`src/rtl/fetch_unit.sv`:
```
// rtl/fetch_unit.sv - instruction fetch unit with a small {pc, instr} buffer
// and a single outstanding memory request.
module fetch_unit #(
  parameter logic [31:0] RESET_PC  = 32'h0000_0000,
  parameter int          BUF_DEPTH = 2
) (
  input  logic        clk,
  input  logic        nrst,
  input  logic        stall,
  input  logic        redirect,
  input  logic [31:0] redirect_pc,
  output logic        imem_req,
  output logic [31:0] imem_addr,
  input  logic        imem_rvalid,
  input  logic [31:0] imem_rdata,
  output logic [31:0] instr_out,
  output logic [31:0] pc_out,
  output logic        instr_valid,
  output logic        chng2nop
);

  localparam int          PW  = $clog2(BUF_DEPTH);
  localparam int          CW  = PW + 1;
  localparam logic [31:0] NOP = 32'h0000_0013;

  typedef enum logic [1:0] {S_RESET, S_IDLE, S_WAIT, S_DROP} state_t;

  state_t        state, state_nxt;
  logic [31:0]   fetch_pc, req_pc;
  logic [31:0]   buf_pc    [BUF_DEPTH];
  logic [31:0]   buf_instr [BUF_DEPTH];
  logic [PW-1:0] head, tail;
  logic [CW-1:0] count;
  logic [CW:0]   occ;
  logic          chng2nop_q, push, pop, issue, can_issue;
  logic          unused_redirect_lsb;

  assign unused_redirect_lsb = ^redirect_pc[1:0];

  // occ is the occupancy after this cycle's push/pop; issuing only while it
  // stays below BUF_DEPTH reserves a slot for the single in-flight response.
  always_comb begin
    push = nrst && !redirect && (state == S_WAIT) && imem_rvalid;
    pop  = nrst && !redirect && !stall && (count != '0);
    occ  = {1'b0, count} + {{CW{1'b0}}, push} - {{CW{1'b0}}, pop};
    case (state)
      S_RESET, S_IDLE: can_issue = 1'b1;
      default:         can_issue = imem_rvalid;
    endcase
    issue = nrst && !redirect && can_issue && (occ < (CW+1)'(BUF_DEPTH));
  end

  always_ff @(posedge clk) begin
    if (!nrst) state <= S_RESET;
    else       state <= state_nxt;
  end

  always_comb begin
    state_nxt = state;
    if (redirect) begin
      case (state)
        S_WAIT, S_DROP: state_nxt = imem_rvalid ? S_IDLE : S_DROP;
        default:        state_nxt = S_IDLE;
      endcase
    end else if (issue) begin
      state_nxt = S_WAIT;
    end else begin
      case (state)
        S_RESET:        state_nxt = S_IDLE;
        S_WAIT, S_DROP: state_nxt = imem_rvalid ? S_IDLE : state;
        default:        state_nxt = state;
      endcase
    end
  end

  always_comb begin
    imem_req    = issue;
    imem_addr   = fetch_pc;
    instr_valid = nrst && (count != '0);
    instr_out   = NOP;
    pc_out      = '0;
    if (instr_valid) begin
      instr_out = buf_instr[head];
      pc_out    = buf_pc[head];
    end
    chng2nop = nrst && chng2nop_q;
  end

  always_ff @(posedge clk) begin
    if (!nrst) begin
      fetch_pc   <= RESET_PC;
      req_pc     <= RESET_PC;
      count      <= '0;
      head       <= '0;
      tail       <= '0;
      chng2nop_q <= 1'b0;
    end else begin
      chng2nop_q <= redirect;
      if (redirect) begin
        count    <= '0;
        head     <= '0;
        tail     <= '0;
        fetch_pc <= {redirect_pc[31:2], 2'b00};
      end else begin
        if (push) begin
          buf_pc[tail]    <= req_pc;
          buf_instr[tail] <= imem_rdata;
          tail            <= tail + 1'b1;
        end
        if (pop) head <= head + 1'b1;
        count <= occ[CW-1:0];
        if (issue) begin
          req_pc   <= fetch_pc;
          fetch_pc <= fetch_pc + 32'd4;
        end
      end
    end
  end

endmodule

```
`config.mk`:
```
export PLATFORM = sky130hd
export DESIGN_NAME = fetch_unit
export DESIGN_NICKNAME = d
export VERILOG_FILES = /design/src/rtl/fetch_unit.sv
export SDC_FILE = /design/constraint.sdc
export NUM_CORES = 1
export LEC_CHECK = 0
export ABC_AREA = 1
export BUFFER_PORTS_ARGS = -buffer_cell sky130_fd_sc_hd__buf_4
export CORE_MARGIN = 2
export CORE_UTILIZATION = 26
export CTS_CLUSTER_DIAMETER = 60
export CTS_CLUSTER_SIZE = 10
export DETAILED_ROUTE_END_ITERATION = 12
export PLACE_DENSITY_LB_ADDON = 0.3
export SLEW_MARGIN = 5
export SYNTH_ARGS = -nofsm -noshare
export SYNTH_HDL_FRONTEND = slang
export SYNTH_SLANG_ARGS = --single-unit
export TNS_END_PERCENT = 5
```
`constraint.sdc`:
```
create_clock -name clk -period 11.22 [get_ports clk]
set_clock_uncertainty 0.15 [all_clocks]
set_input_delay 1.683 -clock clk [delete_from_list [all_inputs] [get_ports clk]]
set_output_delay 1.683 -clock clk [all_outputs]
set_load 0.01 [all_outputs]
```
Word level (Yosys, flattened, before mapping)
Memories as Yosys holds them, arrays and structs flattened. A register that Yosys moved wholly into a read port is not among the register bits.
Index checks and enable logic that the tools add are counted.
- flip-flop bits (word level): 71
- latch bits: 0
- RAM bits: 128
- bits in read-only memories: 0
- input port bits: 69
- output and inout port bits: 99
- logic and storage cells: 61
- memories kept: 2
- memory list (memory ; depth ; width ; read ports ; clocked after Yosys merged registers in ; write ports ; RTL line ; source):
    buf_instr ; 2 ; 32 ; 1 ; 1 ; 1 ; 31 ; logic [31:0] buf_instr [BUF_DEPTH];
    buf_pc ; 2 ; 32 ; 1 ; 1 ; 1 ; 30 ; logic [31:0] buf_pc [BUF_DEPTH];
- add/subtract/negate cells: 5
- multipliers: 0
- divide/modulo/power cells: 0
- order comparisons: 1
- equal/unequal tests: 4
- shift operators: 0
- mux-type cells: 19
- bitwise logic cells: 2
- reduce and logical (&&, ||, !) cells: 20
- operators by type and width (kind ; number):
    $mux 32 ; 4
    $add 32x3->32 const B ; 1
    $mux 2 ; 5
    $logic_and 1x1->1 ; 9
    $mux 1 ; 9
    $reduce_or 2->1 ; 3
    $eq 2x2->1 const B ; 2
    $ne 4x4->1 const B ; 1
    $pmux 2 s2 ; 1
    $reduce_and 2->1 ; 2
    $reduce_bool 2->1 ; 2
    $reduce_bool 4->1 ; 1
    $add 2x1->3 ; 1
    $lt 3x2->1 const B ; 1
    $sub 3x1->3 ; 1
    $add 1x1->1 const B ; 2
    $eq 2x1->1 const B ; 1
    $logic_not 1->1 ; 2
    $logic_not 2->1 ; 1
    $not 1->1 ; 2

Depth between registers and ports, before layout
Gate-level depths: netlist of the first run.
- depth after elaboration: 10
- mapped depth: 19
- depth with buffers taken out: 18

Worst setup path after synthesis of the first run
Ideal clock, no wire load.
- kind: input-to-output
- from: input port redirect
- to: output port imem_req
- data arrival time: 3770 ps
- path slack: 5617 ps
- cell stages on the path: 14
- buffers on the path: 3
- cells stage by stage: buf_6 > inv_4 > nand2_4 > nor2_1 > nand3_1 > ha_1 > inv_1 > ha_1 > fa_1 > inv_1 > nand3_2 > nor2_8 > buf_6 > buf_2
- longest elaborated chain between the ends: 8
- elaborated cells on any way between the ends: 11
- RTL lines (item ; RTL line ; source):
    start, declared ; 10 ; input logic redirect,
    $logic_not 1->1 (*) ; 43, 44 ;
    $logic_and 1x1->1 (*) ; 43, 44 ;
    $logic_and 1x1->1 (2 in a row) ; 43 ; push = nrst && !redirect && (state == S_WAIT) && imem_rvalid;
    $add 2x1->3 ; 45 ; occ = {1'b0, count} + {{CW{1'b0}}, push} - {{CW{1'b0}}, pop};
    $sub 3x1->3 (*) ; 45 ;
    via occ[1] ; 34 ; logic [CW:0] occ;
    $lt 3x2->1 (*) ; 50 ; issue = nrst && !redirect && can_issue && (occ < (CW+1)'(BUF_DEPTH));
    $logic_and 1x1->1 (*) ; 50 ;
    end, declared ; 12 ; output logic imem_req,
The timed path passes the listed nets; every way through them passes the cells marked *.

Final worst setup path of the first run
Same ends and word-level chain as after synthesis.

==> reports/metrics.cfg, run 1 <==
[run_status]
outcome=finished clean

[logic_synthesis]
ys_seq_elements=192
synth_top_area_share_pct=43.6
syn_area_per_cell_sq_um=9.71
yosysSeqAreaShare_pct=59.5
ys_async_sr_fraction_pct=0
synth-edff-count=124
ys_top_cells_by_area=edfxtp_1, dfxtp_1, nand2_1, mux2_2, inv_1
synth_common_cells=nand2_1, inv_1, edfxtp_1
synth_flop_cell=edfxtp_1
synth_area_sq_um=8540
yosysMostFrequentCell=nand2_1
syn_inst=880
synth_area_leader_cell=edfxtp_1
ys_warn_count=0
synth_cell_types=38

[clocking]
clk_pin_slew_worst_paths_ns=0.08
cts_setup_buffers=0
hold_buffers=0
cts_resized=0
cts_buffer_depth=2
cts_htree_levels=4
cts_buffers=17
cts_sinks=192
cts_root_buf=clkbuf_16
clk_latency_ns=0.44
cts_tree=done

[route]
wl_per_cell_um=14.5
detail-route-antenna-nets=0
drtIter0Drc=418
drc=0
via_per_inst=4.20
vias=6235
drtPass1Iterations=4
wl_um=21500

[sta]
postLayoutSetupSlackWorst_ns=4.57
maxSlewHeadroom_pct=35.4
finalCritPeriodShare_pct=59.3
rsz0062_at_grt=no
tightest_slew_ns=0.967
slew_viol_final=0
fin_setup_tns_ns=0
max_freq_ghz=0.150
finalCriticalPeriod_ns=6.65
setup_viol=0
hold_viol=0

[floorplanning]
die_x_um=185
die_area_sq_um=34300
start_util_pct=26.3
row_count=66
die_h_um=185
io_pins=168
fp.coreArea_sq_um=32500

[global_routing]
first_global_vias=6236
grt_usage_pct=12.8
grt_start_max_net_pins=81
grt_pass1_wl_um=33900
grt_overflow=0
antenna_found_initial=0

[worst_setup_path]
path_max_fanout=80
crit_type=in -> out
cp-start-kind=primary input
startpoint=redirect
reg2reg_to=imem_addr[19]$_SDFFE_PN0P_
end_kind=output pin
reg2reg_depth=15
r2r-start=state[0]$_SDFFE_PN0P_
cp_top_family=buffers and inverters
path_cells=buf_4 > inv_4 > nand2_4 > nor2_1 > nand3_1 > ha_1 > inv_1 > ha_1 > fa_1 > inv_1 > nand3_2 > nor2_8 > buf_4 > buf_4
critPathArrivalTime_ns=4.82
path_buf_inv=6
crit_top_cell=buf_4
r2r_setup_slack_ns=7.61
cp_slowest_cell=buf_4
slowest_delay_ns=0.63
worstPathRequired_ns=9.39

[hold_path]
hold_depth=0
holdPathEnd=buf_pc[0][16]$_DFFE_PP_
hold_class=reg -> reg
worstHoldStart=req_pc[16]$_SDFFE_PN0P_

[power]
p_leak_nw=4.59
ir_drop_v=0.000109
p_per_area_nw_per_um2=139
p_total_w=0.00149

[placed_design]
numPortBuffers=161
place_ws_ns=4.54
place.gp.congestion=0.845
dp_hpwl_um=14600
place_area_sq_um=10200

[final_layout]
drive_above_1_share_pct=26.6
design_area_sq_um=10800
num_antenna_cells=0
area_delta_synth_final_pct=26.1
final_nets=1103

[job]
drv_cap=0

==> power breakdown <==
group | leakage, nW | switching [W] | internal [W] | total [W]
logic | 2.64 | 0.0000487 | 0.0000406 | 0.0000894
registers | 1.66 | 0.0000178 | 0.000767 | 0.000785
clock network | 0.291 | 0.000314 | 0.000304 | 0.000617
total | 4.59 | 0.000380 | 0.00111 | 0.00149
==> metrics by stage <==
| step | cells | hold WS (ns) | utilization [%] |
|---|---|---|---|
| 3_5_place_dp | 1453 | 0.289 | 31.3 |
| 2_1_floorplan | 883 | 0.270 | - |
| 5_1_grt | 1485 | 0.322 | 33.2 |
| 6_report | 1485 | 0.311 | 33.2 |
| 3_3_place_gp | 1453 | 0.281 | 31.3 |
| 4_1_cts | 1485 | 0.310 | 33.2 |
==> sequential cells by signal (all words and copies together) (netlist names), named ones only <==
name,count
buf_instr,64
buf_pc,60
chng2nop_q,1
count,2
head,1
imem_addr,30
req_pc,30
state,2
tail,1
==> cell type report <==
| type | instances | area (sq um) |
|---|---|---|
| fill | 3399 | 21700 |
| sequential | 192 | 5090 |
| multi-input combinational | 520 | 2780 |
| timing repair buffer | 167 | 1250 |
| tap | 442 | 553 |
| inverter | 132 | 500 |
| clock buffer | 18 | 429 |
| clock inverter | 14 | 169 |
==> routing by layer <==
metal  track usage (%)  part of all wire (%)  vias to the layer above
met5                 0                     0                        -
met3              2.93                   5.0                       16
met4              3.84                   1.3                        0
li1                  -                     -                     3145
met1              17.8                    50                     2915
met2              19.9                    43                      159
==> worst max-delay path by stage <==
stage                     endpoint  slack, ns  cells after the start
final                     imem_req       4.57                     14
after global routing      imem_req       4.32                     14
after CTS                 imem_req       4.50                     14
after detailed placement  imem_req       4.54                     14
after global placement    imem_req       4.61                     14
after floorplan           imem_req       5.62                     14
==> cells by family (layout without fill, tap and decap cells) <==
logic type / Yosys count / in the layout / share of synthesized area, %
other cells: 1 / 4 / 0.0439
xor+xnor: 6 / 6 / 0.615
simple gates: 354 / 354 / 17.0
flops: 192 / 192 / 59.5
mux: 59 / 59 / 7.78
fa+ha+maj: 4 / 4 / 0.674
compound gates: 93 / 93 / 6.03
buf+inv: 171 / 331 / 8.28
==> placed cells by master, fill, tap and decap left out, types with 5 or more instances in the layout <==
cell | synthesis | routed
inv_1 | 128 | 128
buf_4 | 8 | 167
a211oi_1 | 8 | 8
mux2_2 | 59 | 59
nor2_1 | 77 | 75
nand3_1 | 38 | 38
o21ai_0 | 33 | 33
edfxtp_1 | 124 | 124
a21oi_1 | 37 | 37
clkbuf_16 | 0 | 17
o211ai_1 | 5 | 5
dfxtp_1 | 68 | 67
nand2_1 | 222 | 222
==> worst reg2reg max path, stage by stage, from the launching register on <==
cell and delay [ns]:
dfxtp_1 0.32, nor2_1 0.10, nand3_1 0.25, ha_1 0.38, inv_1 0.04, ha_1 0.19, fa_1 0.48, inv_1 0.11
nand3_2 0.13, nor2_8 0.10, buf_4 0.63, nor2_4 0.30, nand2_1 0.12, o21ai_0 0.08, nor2_1 0.11, nor2_1 0.04
No activity file was read; power rests on OpenSTA's default activity.
==> run 2, diff against run 1 <==
--- a/config.mk
+++ b/config.mk
@@ -5,7 +5,7 @@
 export SDC_FILE = /design/constraint.sdc
 export NUM_CORES = 1
 export LEC_CHECK = 0
-export ABC_AREA = 1
+export ABC_AREA = 0
 export BUFFER_PORTS_ARGS = -buffer_cell sky130_fd_sc_hd__buf_4
 export CORE_MARGIN = 2
 export CORE_UTILIZATION = 26
==> constraint.sdc (replaced) <==
create_clock -name clk -period 6.54 [get_ports clk]
set_clock_uncertainty 0.15 [all_clocks]
set_input_delay 0.981 -clock clk [delete_from_list [all_inputs] [get_ports clk]]
set_output_delay 0.981 -clock clk [all_outputs]
set_load 0.01 [all_outputs]
==> run 2 against run 1 <==
Wire length fell by 12%. Critical endpoint unchanged. Largest power group unchanged. Core utilization rose by 0.68 points. Critical path type unchanged. Combinational power rose by 49%. Cell count fell by 19%.
==> reports/metrics.cfg, run 2 <==
[run_status]
outcome=finished clean

[global_routing]
antenna_found_initial=0
grt_start_max_net_pins=61
grt_pass1_wl_um=28300
grt_usage_pct=12.0
first_global_vias=4929
grt_overflow=0

[logic_synthesis]
synth_common_cells=edfxtp_1, nand2_1, nor2_1
syn_area_per_cell_sq_um=12.0
synth_cell_types=45
synth-edff-count=124
syn_inst=645
ys_top_cells_by_area=edfxtp_1, dfxtp_1, mux2i_1, nand2_1, a21oi_1
ys_seq_elements=192
synth_flop_cell=edfxtp_1
synth_top_area_share_pct=48.1
ys_async_sr_fraction_pct=0
yosysSeqAreaShare_pct=65.7
synth_area_sq_um=7740
ys_warn_count=0
yosysMostFrequentCell=edfxtp_1
synth_area_leader_cell=edfxtp_1

[worst_setup_path]
worstPathRequired_ns=5.41
critPathCapture=imem_req
r2r_setup_slack_ns=2.94
startpoint=nrst
reg2reg_to=imem_addr[13]$_SDFFE_PN0P_
slowest_delay_ns=0.42
end_kind=output pin
path_cells=buf_4 > nor2b_1 > nand4b_1 > ha_1 > inv_1 > ha_1 > fa_1 > xor2_1 > nand4_1 > buf_4 > inv_1 > buf_4
cp_slowest_cell=ha_1
cp-start-kind=primary input
crit_top_cell=buf_4
path_max_fanout=26
crit_type=in -> out
critPathArrivalTime_ns=3.83
r2r-start=state[1]$_SDFFE_PN0P_
reg2reg_depth=10

[placed_design]
place_area_sq_um=9390
place.gp.congestion=0.731
dp_hpwl_um=12700
numPortBuffers=161

[final_layout]
drive_above_1_share_pct=26.5
multi_input_area_sq_um=2480
fillerInstances=2990
area_delta_synth_final_pct=29.0
num_antenna_cells=0
final-seq-area_sq_um=5090
final_cell_mix=buf_4, edfxtp_1, nand2_1
regMostFlops=buf_instr
final_common_cell=buf_4
reg.largest.list=buf_instr: 64 flops, buf_pc: 60 flops
final_nets=872
design_area_sq_um=9980
largest_reg_flops=64
post-route-util_pct=33.9

[power]
p_leak_nw=3.57
ir_drop_v=0.000156
combPwrFrac_pct=5.3
p_switching_w=0.000560
seqPwrFrac_pct=53.6
p_int_w=0.00193
p_total_w=0.00249
p_per_area_nw_per_um2=250
swShare_pct=22.4
clockPowerShare_pct=41.1

[floorplanning]
start_util_pct=26.2
die_area_sq_um=31200
io_pins=168
row_count=63
die_h_um=177
fp.coreArea_sq_um=29500
die_x_um=177

[sta]
fin_setup_tns_ns=0
finalCritPeriodShare_pct=75.8
max_freq_ghz=0.202
slew_viol_final=0
finalCriticalPeriod_ns=4.96
hold_viol=0
maxSlewHeadroom_pct=28.0
hold_slack_ns=0.301
tightest_slew_ns=1.08
setup_viol=0
rsz0062_at_grt=no

[route]
drtIter0Drc=266
vias=5203
detail-route-antenna-nets=0
drtPass1Iterations=4
drc=0
wl_um=18900
via_per_inst=4.33
wl_per_cell_um=15.8

[clocking]
cts_sinks=192
cts_setup_buffers=0
clk_latency_ns=0.42
cts_root_buf=clkbuf_16
cts_buffers=17
hold_buffers=0
clk_pin_slew_worst_paths_ns=0.07
cts_resized=0
cts_buffer_depth=2
cts_htree_levels=4
cts_tree=done

[hold_path]
hold_class=reg -> reg

[job]
drv_cap=0

==> run 2: cells by family (layout without fill, tap and decap cells) <==
| family | Yosys count | after routing | share of synthesized area (%) |
|---|---|---|---|
| buf+inv | 51 | 215 | 2.70 |
| other cells | 1 | 4 | 0.0485 |
| simple gates | 209 | 209 | 12.7 |
| xor+xnor | 27 | 27 | 3.06 |
| fa+ha+maj | 4 | 4 | 0.744 |
| compound gates | 96 | 96 | 6.57 |
| mux | 65 | 65 | 8.42 |
| flops | 192 | 192 | 65.7 |
==> run 2: worst min path at each step <==
stage | from | end | slack (ns) | cells past startpoint
after floorplan | req_pc[10]$_SDFFE_PN0P_ | buf_pc[0][10]$_DFFE_PP_ | 0.28 | 0
after global placement | req_pc[3]$_SDFFE_PN0P_ | buf_pc[0][3]$_DFFE_PP_ | 0.28 | 0
after detailed placement | req_pc[9]$_SDFFE_PN0P_ | buf_pc[0][9]$_DFFE_PP_ | 0.29 | 0
after CTS | req_pc[9]$_SDFFE_PN0P_ | buf_pc[1][9]$_DFFE_PP_ | 0.30 | 0
after global routing | req_pc[12]$_SDFFE_PN0P_ | buf_pc[1][12]$_DFFE_PP_ | 0.32 | 0
final | req_pc[24]$_SDFFE_PN0P_ | buf_pc[1][24]$_DFFE_PP_ | 0.30 | 0
==> run 2: routing by layer <==
layer,wire length [um],GRT usage (%),up-vias
met2,9300,20.0,131
met3,914,3.06,6
met1,8610,15.7,2462
met5,0,0,-
li1,-,-,2604
met4,112,2.96,0
==> run 2: critical path: cells and delay by family <==
kind | cells | cell delay [ns]
adder cells (fa/ha/maj) | 3 | 0.97
buffers and inverters | 5 | 0.87
AND/OR/NAND/NOR | 3 | 0.82
XOR/XNOR | 1 | 0.18
==> run 2: cell type report <==
cell class / count / share of cell area [%]
sequential: 192 / 51.0
multi-input combinational: 405 / 24.9
timing repair buffer: 171 / 12.9
clock buffer: 21 / 5.04
tap: 390 / 4.89
clock inverter: 11 / 0.915
inverter: 12 / 0.451
==> run 2: per-stage QoR <==
stage	setup WS [ns]	cells
6_report	1.58	1202
5_1_grt	1.35	1202
4_1_cts	1.52	1202
3_5_place_dp	1.52	1170
3_3_place_gp	1.57	1170
2_1_floorplan	1.88	648
==> run 2: power by group through the flow <==
stage                     Sequential (W)  Combinational (W)  Clock (W)
after detailed placement         0.00136           0.000135          0
after global routing             0.00134           0.000147    0.00111
final                            0.00134           0.000133    0.00102
after CTS                        0.00134           0.000136    0.00106
after global placement           0.00136           0.000135          0
after floorplan                  0.00136          0.0000566          0
